## src/rtl/ps2_key_cmd.sv

```systemverilog
// ps2_key_cmd: PS/2 keyboard receiver, prefix decoder and command FIFO for the game logic
module ps2_key_cmd #(
  parameter int TIMEOUT_CYCLES = 200_000,
  parameter int FIFO_DEPTH     = 4
) (
  input  logic       clock,
  input  logic       reset_n,
  input  logic       ps2_clock,
  input  logic       ps2_data,
  input  logic       read_fin,
  output logic       ready,
  output logic [2:0] data,
  output logic       frame_err,
  output logic       overflow
);
  localparam int AW = $clog2(FIFO_DEPTH);
  localparam int TW = $clog2(TIMEOUT_CYCLES + 1);
  localparam logic [TW-1:0] T_LAST = TW'(TIMEOUT_CYCLES - 1);
  localparam logic [1:0] NORM = 2'd0, EXT = 2'd1, BRK = 2'd2, EXT_BRK = 2'd3;

  logic [1:0]    clk_sync, dat_sync, fin_sync;
  logic          clk_prev, fin_prev, fall, fin_rise;
  logic [3:0]    bit_cnt;
  logic [7:0]    shift, rx_byte;
  logic          par, byte_v;
  logic [TW-1:0] idle_cnt;
  logic [1:0]    state;
  logic [2:0]    cmd;
  logic          cmd_v;
  logic [2:0]    mem [FIFO_DEPTH];
  logic [AW:0]   wr_ptr, rd_ptr;
  logic          empty, full, do_pop, do_push;

  function automatic logic [2:0] map_norm(input logic [7:0] b);
    case (b)
      8'h1D:   return 3'd1;
      8'h1B:   return 3'd2;
      8'h1C:   return 3'd3;
      8'h23:   return 3'd4;
      8'h29:   return 3'd5;
      8'h1A:   return 3'd6;
      8'h5A:   return 3'd7;
      default: return 3'd0;
    endcase
  endfunction

  function automatic logic [2:0] map_ext(input logic [7:0] b);
    case (b)
      8'h75:   return 3'd1;
      8'h72:   return 3'd2;
      8'h6B:   return 3'd3;
      8'h74:   return 3'd4;
      default: return 3'd0;
    endcase
  endfunction

  assign fall     = clk_prev & ~clk_sync[1];
  assign fin_rise = fin_sync[1] & ~fin_prev;

  // two-flop synchronizers for the asynchronous pins plus edge-history registers
  always_ff @(posedge clock or negedge reset_n) begin
    if (!reset_n) begin
      clk_sync <= '0;
      dat_sync <= '0;
      fin_sync <= '0;
      clk_prev <= 1'b0;
      fin_prev <= 1'b0;
    end else begin
      clk_sync <= {clk_sync[0], ps2_clock};
      dat_sync <= {dat_sync[0], ps2_data};
      fin_sync <= {fin_sync[0], read_fin};
      clk_prev <= clk_sync[1];
      fin_prev <= fin_sync[1];
    end
  end

  // frame receiver: start, 8 data bits LSB first, odd parity, stop, with idle abort
  always_ff @(posedge clock or negedge reset_n) begin
    if (!reset_n) begin
      bit_cnt   <= '0;
      shift     <= '0;
      par       <= 1'b0;
      idle_cnt  <= '0;
      byte_v    <= 1'b0;
      rx_byte   <= '0;
      frame_err <= 1'b0;
    end else begin
      byte_v    <= 1'b0;
      frame_err <= 1'b0;
      if (fall) begin
        idle_cnt <= '0;
        if (bit_cnt == 4'd0) begin
          bit_cnt <= dat_sync[1] ? 4'd0 : 4'd1;
        end else if (bit_cnt != 4'd10) begin
          if (bit_cnt == 4'd9) par <= dat_sync[1];
          else shift <= {dat_sync[1], shift[7:1]};
          bit_cnt <= bit_cnt + 4'd1;
        end else begin
          bit_cnt <= 4'd0;
          if (dat_sync[1] && (^{shift, par})) begin
            byte_v  <= 1'b1;
            rx_byte <= shift;
          end else begin
            frame_err <= 1'b1;
          end
        end
      end else if (bit_cnt != 4'd0) begin
        if (idle_cnt == T_LAST) begin
          bit_cnt   <= 4'd0;
          idle_cnt  <= '0;
          frame_err <= 1'b1;
        end else begin
          idle_cnt <= idle_cnt + 1'b1;
        end
      end
    end
  end

  // prefix tracking (E0 / F0) and make-code to command mapping
  always_ff @(posedge clock or negedge reset_n) begin
    if (!reset_n) begin
      state <= NORM;
      cmd   <= '0;
      cmd_v <= 1'b0;
    end else begin
      cmd_v <= 1'b0;
      if (frame_err) begin
        state <= NORM;
      end else if (byte_v) begin
        case (state)
          NORM: begin
            if (rx_byte == 8'hE0) state <= EXT;
            else if (rx_byte == 8'hF0) state <= BRK;
            else begin
              cmd   <= map_norm(rx_byte);
              cmd_v <= |map_norm(rx_byte);
            end
          end
          EXT: begin
            if (rx_byte == 8'hF0) state <= EXT_BRK;
            else begin
              state <= NORM;
              cmd   <= map_ext(rx_byte);
              cmd_v <= |map_ext(rx_byte);
            end
          end
          BRK, EXT_BRK: state <= NORM;
        endcase
      end
    end
  end

  // FIFO control: a pop frees the slot a same-cycle push needs, so full+pop never drops
  always_comb begin
    empty   = wr_ptr == rd_ptr;
    full    = (wr_ptr[AW-1:0] == rd_ptr[AW-1:0]) && (wr_ptr[AW] != rd_ptr[AW]);
    do_pop  = fin_rise && !empty;
    do_push = cmd_v && (!full || do_pop);
  end

  // FIFO pointers and sticky overflow flag
  always_ff @(posedge clock or negedge reset_n) begin
    if (!reset_n) begin
      wr_ptr   <= '0;
      rd_ptr   <= '0;
      overflow <= 1'b0;
    end else begin
      if (do_push) wr_ptr <= wr_ptr + 1'b1;
      if (do_pop) rd_ptr <= rd_ptr + 1'b1;
      if (cmd_v && !do_push) overflow <= 1'b1;
    end
  end

  // FIFO storage; contents are only visible through the gated head output
  always_ff @(posedge clock) begin
    if (do_push) mem[wr_ptr[AW-1:0]] <= cmd;
  end

  assign ready = !empty;
  assign data  = ready ? mem[rd_ptr[AW-1:0]] : 3'd0;
endmodule

```

## config.mk

```make
export PLATFORM = sky130hd
export DESIGN_NAME = ps2_key_cmd
export DESIGN_NICKNAME = d
export VERILOG_FILES = /design/src/rtl/ps2_key_cmd.sv
export SDC_FILE = /design/constraint.sdc
export NUM_CORES = 1
export LEC_CHECK = 0
export BUFFER_PORTS_ARGS = -buffer_cell sky130_fd_sc_hd__buf_2
export CAP_MARGIN = 0
export CORE_ASPECT_RATIO = 0.6
export CORE_MARGIN = 1
export CORE_UTILIZATION = 55
export DETAILED_ROUTE_END_ITERATION = 8
export PLACE_DENSITY_LB_ADDON = 0.15
export SLEW_MARGIN = 5
export SYNTH_ARGS = -nofsm -noshare
export SYNTH_HDL_FRONTEND = slang
export SYNTH_SLANG_ARGS = --single-unit
```

## constraint.sdc

```tcl
create_clock -name clock -period 3 [get_ports clock]
set_input_delay 0.6 -clock clock [delete_from_list [all_inputs] [get_ports clock]]
set_output_delay 0.6 -clock clock [all_outputs]
set_load 0.03 [all_outputs]
```

==> results.md, run 1 <==
- The run finished with clean final reports.
- After synthesis the cells add up to 3643 um^2.
- The via count of the first global-routing pass was 2309.
- The non-filler instance count after layout is 428.
- The total number of placement rows is 22.
- The buffers inserted during post-CTS setup optimization is 0.
- The clock network latency to the later pin of the worst-skew pair is 0.35 ns.
- Summing the sequential cell areas from Yosys gives 52.47% of the chip area.
- The final weighted congestion in routability-driven placement is 0.8518.
- Yosys mapped a number of flops with a built-in enable equal to 12.
- For the pin with the worst max-slew slack, the measured transition is 1.209 ns.
- STA classifies the critical path endpoint as a flop.
- During I/O placement, the number of pins put on the boundary was 11.
- Together, buffers and inverters on the worst path number 1.
- The share of the clock period used by the worst path is 78.60%.
- In this run the static leakage power is 1.734 nW.
- The total negative slack is 0 ns.
- During placement, the flow inserted port buffers numbering 10.
- In this run, distinct cell masters in the synthesized netlist total 53.
- After synthesis, the share of flip-flops with an asynchronous set or reset is 83.78%.
- Cells with a size suffix above 1 make up 15.99% of the layout.
- Once the clock tree was built, the resizer swapped 0 gates to a different size.
- The final-report hold violation count is 0.
- Traced cell by cell, the critical path runs through or4_1 > nor2_2 > buf_4 > a21oi_1 > a31oi_1.
- Counting the fill cells in the layout gives 482.
- Setup violations remaining at the end of the flow were counted as 0.
- The initial antenna violation count was 0.
- In the layout the commonest cells are dfrtp_1 (62), nand2_1 (27), nor2_1 (25), o21ai_0 (18), nor2b_1 (16).
- The clock-pin transition on the worst setup and hold timing paths is 0.08 ns.
- In the final routed layout, each cell accounts on average for 15.65 um.
- Global routing used 21.97% of the available tracks across all layers.
- The total number of H-tree levels is 3.
- The largest stage delay on the critical path is 0.92 ns.
- The flip-flop cell with the highest count after synthesis is dfrtp_1.
- The count of mapped cells out of synthesis is 326.
- The library cell used most frequently in the layout, excluding fill and tap cells, is dfrtp_1.
- Yosys printed 0 warnings.
- Setup repair after global routing left no endpoint under its margin.
- The via count normalized by instance count is 5.703.
- The largest buffer count on any clock path is 2.
- CTS saw 74 sinks.
- The worst setup skew after layout is 0.009180 ns.
- The number of buffers inserted for hold repair after clock tree synthesis is 0.
- The vertical die dimension is 65.05 um.
- The worst min-delay path class is input pin to flop.
- The number of vias in the routed layout is 2441.
- The number of max-slew violations in the final report is 0.
- The kind of cell with the highest combined delay along the critical path is compound AO/OA/AOI/OAI gates.
- The final layout contains routed wiring with a total length of 6.700 mm.
- Once the floorplan was initialized, standard cells occupied 58.31% of the core.
- The smallest clock period supported by the final layout is computed as 2.358 ns.
- The power per unit of standard cell area is 711.8 nW/um^2.
- The maximum number of pins on one net before global-route repair is 40.
- The remaining design rule violation count is 0.
- The net count of the finished layout is 350.
- The core region area is 6248 um^2.
- Before antenna repair, the detailed router went through 4 iterations.
- Global routing finished with a remaining overflow of 0.
- Static timing analysis puts the maximum clock frequency at 424.1 MHz.
- Compared with the post-synthesis result, the final layout area differs by 9.444%.
- After the first detailed-routing iteration, the DRC count stood at 156.
- The post-placement cell count is 412.
- The number of buffers added by the clock tree synthesis step is 9.
- Counting flops and latches in the post-synthesis netlist gives 74.
- The first-pass GRT wire length is 11.38 mm.
- Each instance of the synthesized netlist takes up on average 11.18 um^2.
- The width of the die is 107.1 um.
- The cell chosen for the clock root is clkbuf_8.
- At the worst endpoint, the required time is 3.18 ns.
- The antenna diode count is 0.
- The TritonCTS clock tree is done.
- The placement-stage cell area is 3771 um^2.
- The startpoint kind of the worst setup timing path is a flop.
- Data arrives at the worst endpoint at 2.54 ns.
- Once detail routing completed, the nets flagged for antenna violations numbered 0.
- The largest voltage drop on the vdd net is 0.3143 mV.
- Headroom to the max-slew limit came out at 19.42%.
- The number of maximum-capacitance constraint violations is 0.
- The final HPWL from detailed placement is 4.643 mm.
- The die covers 6965 um^2.
- Of all nets on the critical path, the largest fanout is 16.
- The final instance area is 3988 um^2.
- The critical path in this run is classified as flop to flop.
- Counting every net in the synthesized netlist gives 337.
- The highest-delay cell along the critical path is a21oi_1.
-- worst reg2reg max path: cells and delay by family, from the launching register on --
| family | cells | cell delay, ns |
|---|---|---|
| buffers and inverters | 1 | 0.18 |
| DFF | 1 | 0.57 |
| and+or+nand+nor | 2 | 0.35 |
| AOI/OAI and AO/OA | 2 | 1.10 |
-- report_power, final --
part / total [mW] / switching [mW] / internal (mW)
logic: 0.607 / 0.255 / 0.352
clock network: 0.844 / 0.377 / 0.467
registers: 1.39 / 0.231 / 1.16
total: 2.84 / 0.863 / 1.98
-- cells in the mapped netlist, drive strengths merged, types with 10 or more instances --
| master | number | share of area (%) |
|---|---|---|
| xnor2 | 14 | 3.4 |
| dfrtp | 62 | 43 |
| edfxtp | 12 | 9.9 |
| nor2 | 26 | 2.7 |
| mux2 | 19 | 6.7 |
| nand3 | 11 | 1.5 |
| nand2 | 27 | 2.8 |
| o21ai | 19 | 2.7 |
| xor2 | 10 | 2.4 |
| a21oi | 13 | 1.8 |
| nor2b | 16 | 2.7 |
-- area by class of cell --
cell class	count	area, um^2	share of cell area (%)
Timing Repair Buffer	14	80.08	2.008
Tap cell	84	105.1	2.636
Multi-Input combinational cell	232	1644	41.23
Clock inverter	7	92.59	2.322
Sequential cell	74	1912	47.94
Clock buffer	9	123.9	3.106
Inverter	8	30.03	0.7531
-- per-layer routing --
layer | GRT usage (%) | part of all wire (%) | vias up
met2 | 30.81 | 42 | 73
li1 | - | - | 1179
met5 | 0 | 0 | -
met3 | 6.137 | 5.7 | 8
met1 | 32.76 | 51 | 1181
met4 | 7.021 | 1.0 | 0
-- cells by family after synthesis --
kind of cell | share of synthesized area (%)
DFF | 52.47
and+or+nand+nor | 19.09
adders and majority gates | 2.060
buffers and inverters | 2.404
xor gates and xnor gates | 7.005
AOI/OAI and AO/OA | 7.864
muxes | 9.100
-- state kept, by name, indices dropped and copies added, names as in the netlist --
register   count
clk_sync       2
byte_v         1
clk_prev       1
state          2
rd_ptr         3
fin_sync       2
dat_sync       2
shift          8
bit_cnt        4
idle_cnt      18
fin_prev       1
cmd            3
par            1
wr_ptr         3
mem           12
cmd_v          1
overflow       1
frame_err      1
rx_byte        8
-- through the flow --
step	setup slack (ns)	power (mW)	util (%)	hold slack, ns
detailed placement	0.6551	2.010	60.35	0.3464
global route	0.4159	3.007	63.82	0.3342
finish	0.6419	2.839	63.82	0.3539
CTS	0.6259	2.854	63.82	0.3402
global placement	0.6455	1.991	60.35	0.3321
floorplan	1.092	1.864	-	0.3044
-- path summary, 6_finish.rpt --
check | startpoint | end | slack (ns) | depth (start not counted)
max | bit_cnt[1] | bit_cnt[1] | 0.64 | 5
min reg2reg | clk_sync[0] | clk_sync[1] | 0.36 | 0
min | ps2_data | dat_sync[0] | 0.35 | 1
max reg2reg | bit_cnt[1] | bit_cnt[1] | 0.64 | 5
max in group asynchronous | reset_n | frame_err | 1.85 | 2
min in group asynchronous | reset_n | dat_sync[0] | 0.36 | 1
(Power assumes the default switching activity.)
==> inputs of run 2 (changes only) <==
--- a/config.mk
+++ b/config.mk
@@ -5,6 +5,7 @@
 export SDC_FILE = /design/constraint.sdc
 export NUM_CORES = 1
 export LEC_CHECK = 0
+export ABC_AREA = 1
 export BUFFER_PORTS_ARGS = -buffer_cell sky130_fd_sc_hd__buf_2
 export CAP_MARGIN = 0
 export CORE_ASPECT_RATIO = 0.6
==> constraint.sdc (replaced) <==
create_clock -name clock -period 2 [get_ports clock]
set_input_delay 0.4 -clock clock [delete_from_list [all_inputs] [get_ports clock]]
set_output_delay 0.4 -clock clock [all_outputs]
set_load 0.03 [all_outputs]
==> run 2 against run 1 <==
Effect of this change: the run now ends with DRC left; die area is 9.3% higher; count of clock-buffer cells in the layout is 1 higher; synthesized area is 9.6% higher; global-route usage is 2.4 points higher; critical endpoint is now data[0].
==> results.md, run 2 <==
- The required arrival time at the worst endpoint is 1.60 ns.
- The number of setup violations in the final report is 0.
- By startpoint and endpoint, the worst setup path is classified as flop to output port.
- The area growth from synthesis to layout is 13.82%.
- For this configuration, the core starts out at a cell density of 58.29%.
- The clock-pin transition on the worst setup and hold timing paths is 0.06 ns.
- For the pin with the worst max-slew slack, the measured transition is 0.5083 ns.
- In this run the count of I/O pins placed on the die edge is 11.
- The remaining design rule violation count is 1.
- The final weighted congestion in routability-driven placement is 0.8797.
- The worst min-delay path class is input pin to asynchronous set/reset pin.
- The data arrival time of the critical path is 1.56 ns.
- The number of buffers added by the clock tree synthesis step is 9.
- The tightest hold path in the finished design has a slack of 0.06151 ns.
- The antenna diode count is 0.
- The relative slew slack is 65.99%.
- Walking the worst path, the cells encountered are inv_2 > buf_4 > o21ai_0 > o22ai_1 > nand2_2 > inv_2 > buf_6.
- At the end of the flow the core is filled with cells to 66.35%.
- The later pin in the worst-skew pair is clocked with a latency of 0.34 ns.
- In this run, synthesis inferred 12 flip-flops with an integrated enable.
- For the worst flop-to-flop path, the logic depth is 5.
- The reported leakage power is 2.148 nW.
- CTS saw 74 sinks.
- Adding up every negative setup slack in the final design gives 0 ns.
- The post-synthesis share of cell area spent on full adders, half adders and majority gates is 1.880%.
- The fraction of synthesized cell area in xor and xnor cells is 3.510%.
- The share of post-route cells with drive strength above 1 is 15.61%.
- Entering global routing, the biggest net connects 63 pins.
- For flop-to-flop paths, the worst setup slack is 0.20 ns.
- The count of input and output buffers is 10.
- STA classifies the critical path endpoint as an output port.
- In the synthesized netlist the async set-or-reset flop fraction comes to 83.78%.
- The number of max-slew violations in the final report came to 0.
- The number of storage elements in the synthesis netlist is 74.
- The count of nets after finishing is 525.
- The TritonCTS clock tree is done.
- The power per unit of standard cell area is 993.3 nW/um^2.
- The first-pass GRT wire length is 13.90 mm.
- The initial antenna violation count was 0.
- In this run, placement finished with an instance count of 585.
- The final-report hold violation count is 0.
- Counting flops per register, the top entry is idle_cnt.
- The initial detailed-routing violation count is 226.
- The unique cell type count in the Yosys netlist is 36.
- Across every metal layer, demand over resource in global routing totals 24.37%.
- The detail route stage leaves a number of antenna-violating nets equal to 0.
- The proportion of netlist area held by the largest area contributor is 38.86%.
- Leaving out fill and tap cells, the most frequent cell in the layout is nand2_1.
- The largest family of logic cells by synthesized area is simple AND/OR/NAND/NOR gates.
- The highest net fanout along the worst path is 6.
- The synthesized-area fraction occupied by and/or/nand/nor cells is 32.43%.
- By area the synthesized netlist is led by dfrtp_1 (39%), nand2_1 (11%), edfxtp_1 (9.0%).
- The final critical path time including I/O delays and setup is 1.963 ns.
- The worst path uses 98.15% of the clock period.
- Dividing the detail-routed wire length by the instance count gives 14.08 um.
- The largest buffer count on any clock path is 2.
- The largest stage delay on the critical path is 0.45 ns.
- CTS built an H-tree with a depth of 3.
- The width of the die is 112.0 um.
- The largest individual stage delay along the critical path comes from the cell dfrtp_2.
- The total number of placement rows is 23.
- The remaining global-route overflow is 0.
- In this run the cell area of the synthesized design comes to 3993 um^2.
- The root buffer cell chosen for the clock tree is clkbuf_16.
- The flow ran to the end, but the final reports show violations.
- The number of vias in the routed layout is 3240.
- The part of the Yosys area used for sequential elements is 47.88%.
- The die area is 7615 um^2.
- The final instance area is 4544 um^2.
- The die is 68.00 um tall.
- STA classifies the critical path startpoint as a flop.
- The cell accounting for the most synthesized area is dfrtp_1.
- The total wire length after detailed routing is 8.532 mm.
- Yosys instantiated no cell more often than nand2_1.
- Synthesis handed over a netlist of 489 instances.
- The worst setup skew after layout is 0.007519 ns.
- The worst-case IR drop observed on VDD is 0.6720 mV.
- The commonest cells after synthesis are nand2_1 (120), dfrtp_1 (62), nor2_1 (61).
- The number of buffers inserted for hold repair after clock tree synthesis is 0.
- The register with the most flip-flops in the layout has 18 of them.
- The via count of the first global-routing pass was 2859.
- The HPWL after detailed placement is 6.136 mm.
- The post-synthesis compound-gate area fraction is 7.396%.
- The via count normalized by instance count is 5.347.
- The mean cell area of the mapped netlist is 8.165 um^2.
- The synthesized net count is 500.
- For this run, the leading register cell type out of synthesis is dfrtp_1.
- The detailed-routing iteration count for the pre-antenna-repair pass is 6.
- The portion of synthesized area spent on multiplexers is 0%.
- The final reports fail on DRC.
- Counting stages on the worst path, the most repeated cell is inv_2.
- The highest achievable clock rate is 509.4 MHz.
- The placement-stage cell area is 4155 um^2.
- The top cell types in the final layout, fill and taps aside, are nand2_1 (117), nor2_1 (60), dfrtp_1 (60), inv_1 (56), nand3_1 (33).
- Leaving out filler cells and counting taps, the final layout contains 606.
- The Yosys step of the flow raised 0 warnings.
- The number of maximum-capacitance constraint violations is 0.
- The core region area is 6849 um^2.
-- run 2: cell count changes in the layout (fill, tap and decap cells not counted), sizes merged, moves of 9 or more --
| cell | before | now |
|---|---|---|
| inv | 9 | 68 |
| nor2b | 16 | 0 |
| nor2 | 26 | 73 |
| nand3 | 11 | 38 |
| nand2 | 27 | 128 |
| mux2 | 19 | 0 |
| o21ai | 19 | 29 |
| nand4 | 6 | 15 |
-- run 2: worst max-delay path: cells and delay by family, from the launching register on --
family	cells	cell delay (ns)
DFF	1	0.45
buffers and inverters	4	0.42
AOI/OAI and AO/OA	2	0.26
and+or+nand+nor	1	0.10
-- run 2: path summary, 6_finish.rpt --
| path | endpoint | startpoint |
|---|---|---|
| worst max-delay path | data[0] | rd_ptr[1] |
| worst min-delay path | idle_cnt[6] | reset_n |
| worst max register to register | mem[1][1] | wr_ptr[2] |
| worst min register to register | dat_sync[1] | dat_sync[0] |
| max in group asynchronous | rd_ptr[0] | reset_n |
| min in group clock | dat_sync[0] | ps2_data |
-- run 2: timing repair --
item,in CTS,in global routing
setup endpoints to repair,4,4
resized for setup,4,18
setup buffers,0,5
pin swaps,0,4
-- run 2: cells by family (layout without fill, tap and decap cells) --
kind of cell | after synthesis | after routing
DFF | 74 | 74
buffers and inverters | 69 | 99
and+or+nand+nor | 270 | 270
adders and majority gates | 6 | 6
xor gates and xnor gates | 16 | 16
AOI/OAI and AO/OA | 54 | 54
-- run 2: layer usage --
metal | part of all wire, % | track usage (%) | vias to the layer above | wire length (um)
met2 | 41 | 34.70 | 75 | 3490
met4 | 1.7 | 9.833 | 0 | 145
met5 | 0 | 0 | - | 0
met3 | 4.6 | 6.732 | 14 | 394
met1 | 53 | 35.15 | 1512 | 4500
li1 | - | - | 1639 | -
-- run 2: per-stage QoR --
| step | power (mW) | worst slack [ns] |
|---|---|---|
| 3_5_place_dp | 2.913 | 0.2228 |
| 6_report | 4.514 | 0.03705 |
| 3_3_place_gp | 2.868 | 0.2837 |
| 2_1_floorplan | 2.675 | 0.2318 |
| 5_1_grt | 4.762 | -0.06708 |
| 4_1_cts | 4.543 | 0.01684 |
-- run 2: where the power goes --
part | switching (mW) | internal (mW) | total, mW | leakage, nW
clock network | 0.622 | 1.00 | 1.62 | 0.149
registers | 0.193 | 1.68 | 1.87 | 0.963
logic | 0.672 | 0.347 | 1.02 | 1.04
-- run 2: final cells by class --
class	count	area [um^2]
clock inverters	6	65.06
multi-input cells	346	1832
inverters	67	259.0
repair buffers	16	126.4
well taps	87	108.9
clock buffers	10	239.0
fillers	575	2305
flip-flops and latches	74	1914
==> inputs of run 3 (changes only) <==
--- a/config.mk
+++ b/config.mk
@@ -10,7 +10,7 @@
 export CAP_MARGIN = 0
 export CORE_ASPECT_RATIO = 0.6
 export CORE_MARGIN = 1
-export CORE_UTILIZATION = 55
+export CORE_UTILIZATION = 40
 export DETAILED_ROUTE_END_ITERATION = 8
 export PLACE_DENSITY_LB_ADDON = 0.15
 export SLEW_MARGIN = 5
==> run 3 against run 2 <==
Effect of this change: via count decreased by 1.9%; critical endpoint unchanged; the run now ends clean; flip-flop and latch count unchanged; sequential power about the same; worst setup slack improved by 0.024 ns; cell count increased by 7.8%; critical path type unchanged.
==> results.md, run 3 (synthesis gave the netlist of run 2 again) <==
- The run finished with clean final reports.
- Of the available clock period, the critical path in the final layout requires 96.93%.
- The die area is 10400 um^2.
- For this run, the number of standard cells in the final layout without fillers is 653.
- The region available for standard cell placement spans 9425 um^2.
- The via count of the first global-routing pass was 2862.
- Once detailed placement completed, the half-perimeter wirelength came to 6.403 mm.
- The layout has 924 filler cells.
- Entering global routing, the biggest net connects 63 pins.
- After clock tree synthesis, the flow added hold-fix buffers numbering 0.
- Setup slack on the critical path of the routed design comes to 0.06140 ns.
- Setup repair after global routing could not meet its margin everywhere.
- The total number of H-tree levels is 3.
- The width of the die is 131.0 um.
- The count of nets after finishing is 529.
- The register with the most flip-flops is idle_cnt.
- The largest voltage drop on the vdd net is 0.5664 mV.
- Clock-pin slew was measured on the worst setup and hold paths at 0.06 ns.
- TritonCTS created 9 clock buffers.
- The number of max-slew violations in the final report was 0.
- Leaving out fill and tap cells, the most frequent cells in the layout are nand2_1 (119), nor2_1 (61), dfrtp_1 (59), inv_1 (57), nand3_1 (33).
- Along the worst path, the maximum fanout reaches 6.
- The register with the most flip-flops in the layout has 18 of them.
- The relative slew slack is 59.54%.
- The clock network latency to the later pin of the worst-skew pair is 0.33 ns.
- The initial antenna violation count is 0.
- The highest achievable clock rate is 515.8 MHz.
- The mean routed wirelength per cell is 13.39 um.
- STA classifies the critical path startpoint as a flop.
- The antenna diode count is 0.
- The share of post-route cells with drive strength above 1 is 15.49%.
- The power per unit of standard cell area is 966.8 nW/um^2.
- Data arrives at the worst endpoint at 1.54 ns.
- Prior to clock tree synthesis, the placed netlist has a worst setup slack of 0.2077 ns.
- The tightest min-delay check is of the input pin to asynchronous set/reset pin type.
- The number of vias in the routed layout is 3180.
- The largest buffer count on any clock path is 2.
- The worst setup skew after layout is 0.004695 ns.
- The first-pass GRT wire length is 14.70 mm.
- The slew at the pin with the worst max-slew slack is 0.6046 ns.
- The final critical path time including I/O delays and setup is 1.939 ns.
- The area growth from synthesis to layout is 15.01%.
- STA classifies the critical path endpoint as an output port.
- The count of buffers added on input and output ports is 10.
- The count of nets left with antenna violations once routing finished came out at 0.
- After routing, the total negative slack on setup checks comes to 0 ns.
- The final weighted congestion in routability-driven placement is 0.8644.
- Data on the critical path is required at its endpoint by 1.60 ns.
- The via count normalized by instance count is 4.870.
- The final layout contains routed wiring with a total length of 8.744 mm.
- The first routing iteration left 192 violations.
- In this run the count of I/O pins placed on the die edge is 11.
- The clock sink count is 74.
- The vertical die dimension is 79.39 um.
- Summed over all layers, the global routing overflow is 0.
- The detailed-routing iteration count for the pre-antenna-repair pass is 4.
- For this run, design rule violations remaining after detail routing come to 0.
- Global routing consumed, over all layers together, 18.79% of the routing resources.
- The critical path is of the flop to output port type.
- The initialized floorplan defines 27 standard-cell rows.
- The number of setup violations in the final report is 0.
- The reported leakage power is 2.157 nW.
- The library cell used most frequently in the layout, excluding fill and tap cells, is nand2_1.
- The tool flagged a number of max-cap violations equal to 0.
- TritonCTS built the clock tree.
- The initial utilization of the core area, before any placement, comes to 42.36%.
- The cell chosen for the clock root is clkbuf_16.
- The final-report hold violation count is 0.
- Including well taps, the total number of placed cells is 629.
[run 3: cell count changes in the layout (fill, tap and decap cells not counted), sizes merged]
cell | before | now
inv | 68 | 67
clkbuf | 10 | 9
buf | 16 | 20
clkinv | 3 | 5
[run 3: timing repair]
item | in CTS | in global routing
gates resized for setup | 4 | 11
setup endpoints to repair | 4 | 3
pin swaps | 0 | 3
buffers inserted | 0 | 8
[run 3: worst max-delay path, cell delays in order (launching register included)]
cell and delay, ns:
dfrtp_2 0.46, xor2_2 0.16, a21oi_2 0.17, nand2_2 0.13
nand2_1 0.10, inv_1 0.06, buf_6 0.13
[run 3: path summary, 6_finish.rpt]
path	startpoint	to	slack, ns	cells past startpoint
worst max register to register	wr_ptr[2]	mem[3][0]	0.28	5
worst min-delay path	reset_n	idle_cnt[10]	0.08	2
worst min register to register	dat_sync[0]	dat_sync[1]	0.35	0
max in group asynchronous	reset_n	rd_ptr[1]	1.64	2
worst max-delay path	rd_ptr[0]	data[0]	0.06	6
min in group clock	ps2_data	dat_sync[0]	0.17	1
[run 3: area by class of cell]
cell class	instances	area, um^2	share of cell area [%]
well taps	130	162.7	3.542
flip-flops and latches	74	1916	41.72
multi-input cells	346	1819	39.62
repair buffers	20	150.1	3.270
clock inverters	7	60.06	1.308
inverters	67	259.0	5.640
clock buffers	9	225.2	4.905
[run 3: per-stage QoR]
stage | utilization (%) | power [mW] | area, um^2 | hold WS, ns
floorplan | - | 2.675 | 3993 | 0.1044
global placement | 44.74 | 2.900 | 4217 | 0.3348
detailed placement | 44.74 | 2.916 | 4217 | 0.3370
CTS | 47.84 | 4.497 | 4509 | 0.09191
global route | 48.72 | 4.742 | 4592 | 0.1070
finish | 48.72 | 4.440 | 4592 | 0.08019
[run 3: power breakdown]
group / internal, mW / total [mW] / switching (mW)
clock: 0.949 / 1.55 / 0.603
sequential: 1.68 / 1.87 / 0.195
combinational: 0.347 / 1.01 / 0.665
total: 2.98 / 4.44 / 1.46
[run 3: per-layer routing]
metal  share of wire (%)  global-route usage (%)  vias to the layer above  wire length (um)
li1                    -                       -                     1644                 -
met1                  56                   31.24                     1443              4924
met2                  37                   22.54                       88              3240
met3                 6.1                   5.429                        5               531
met4                0.55                   4.138                        0                48
met5                   0                       0                        -                 0
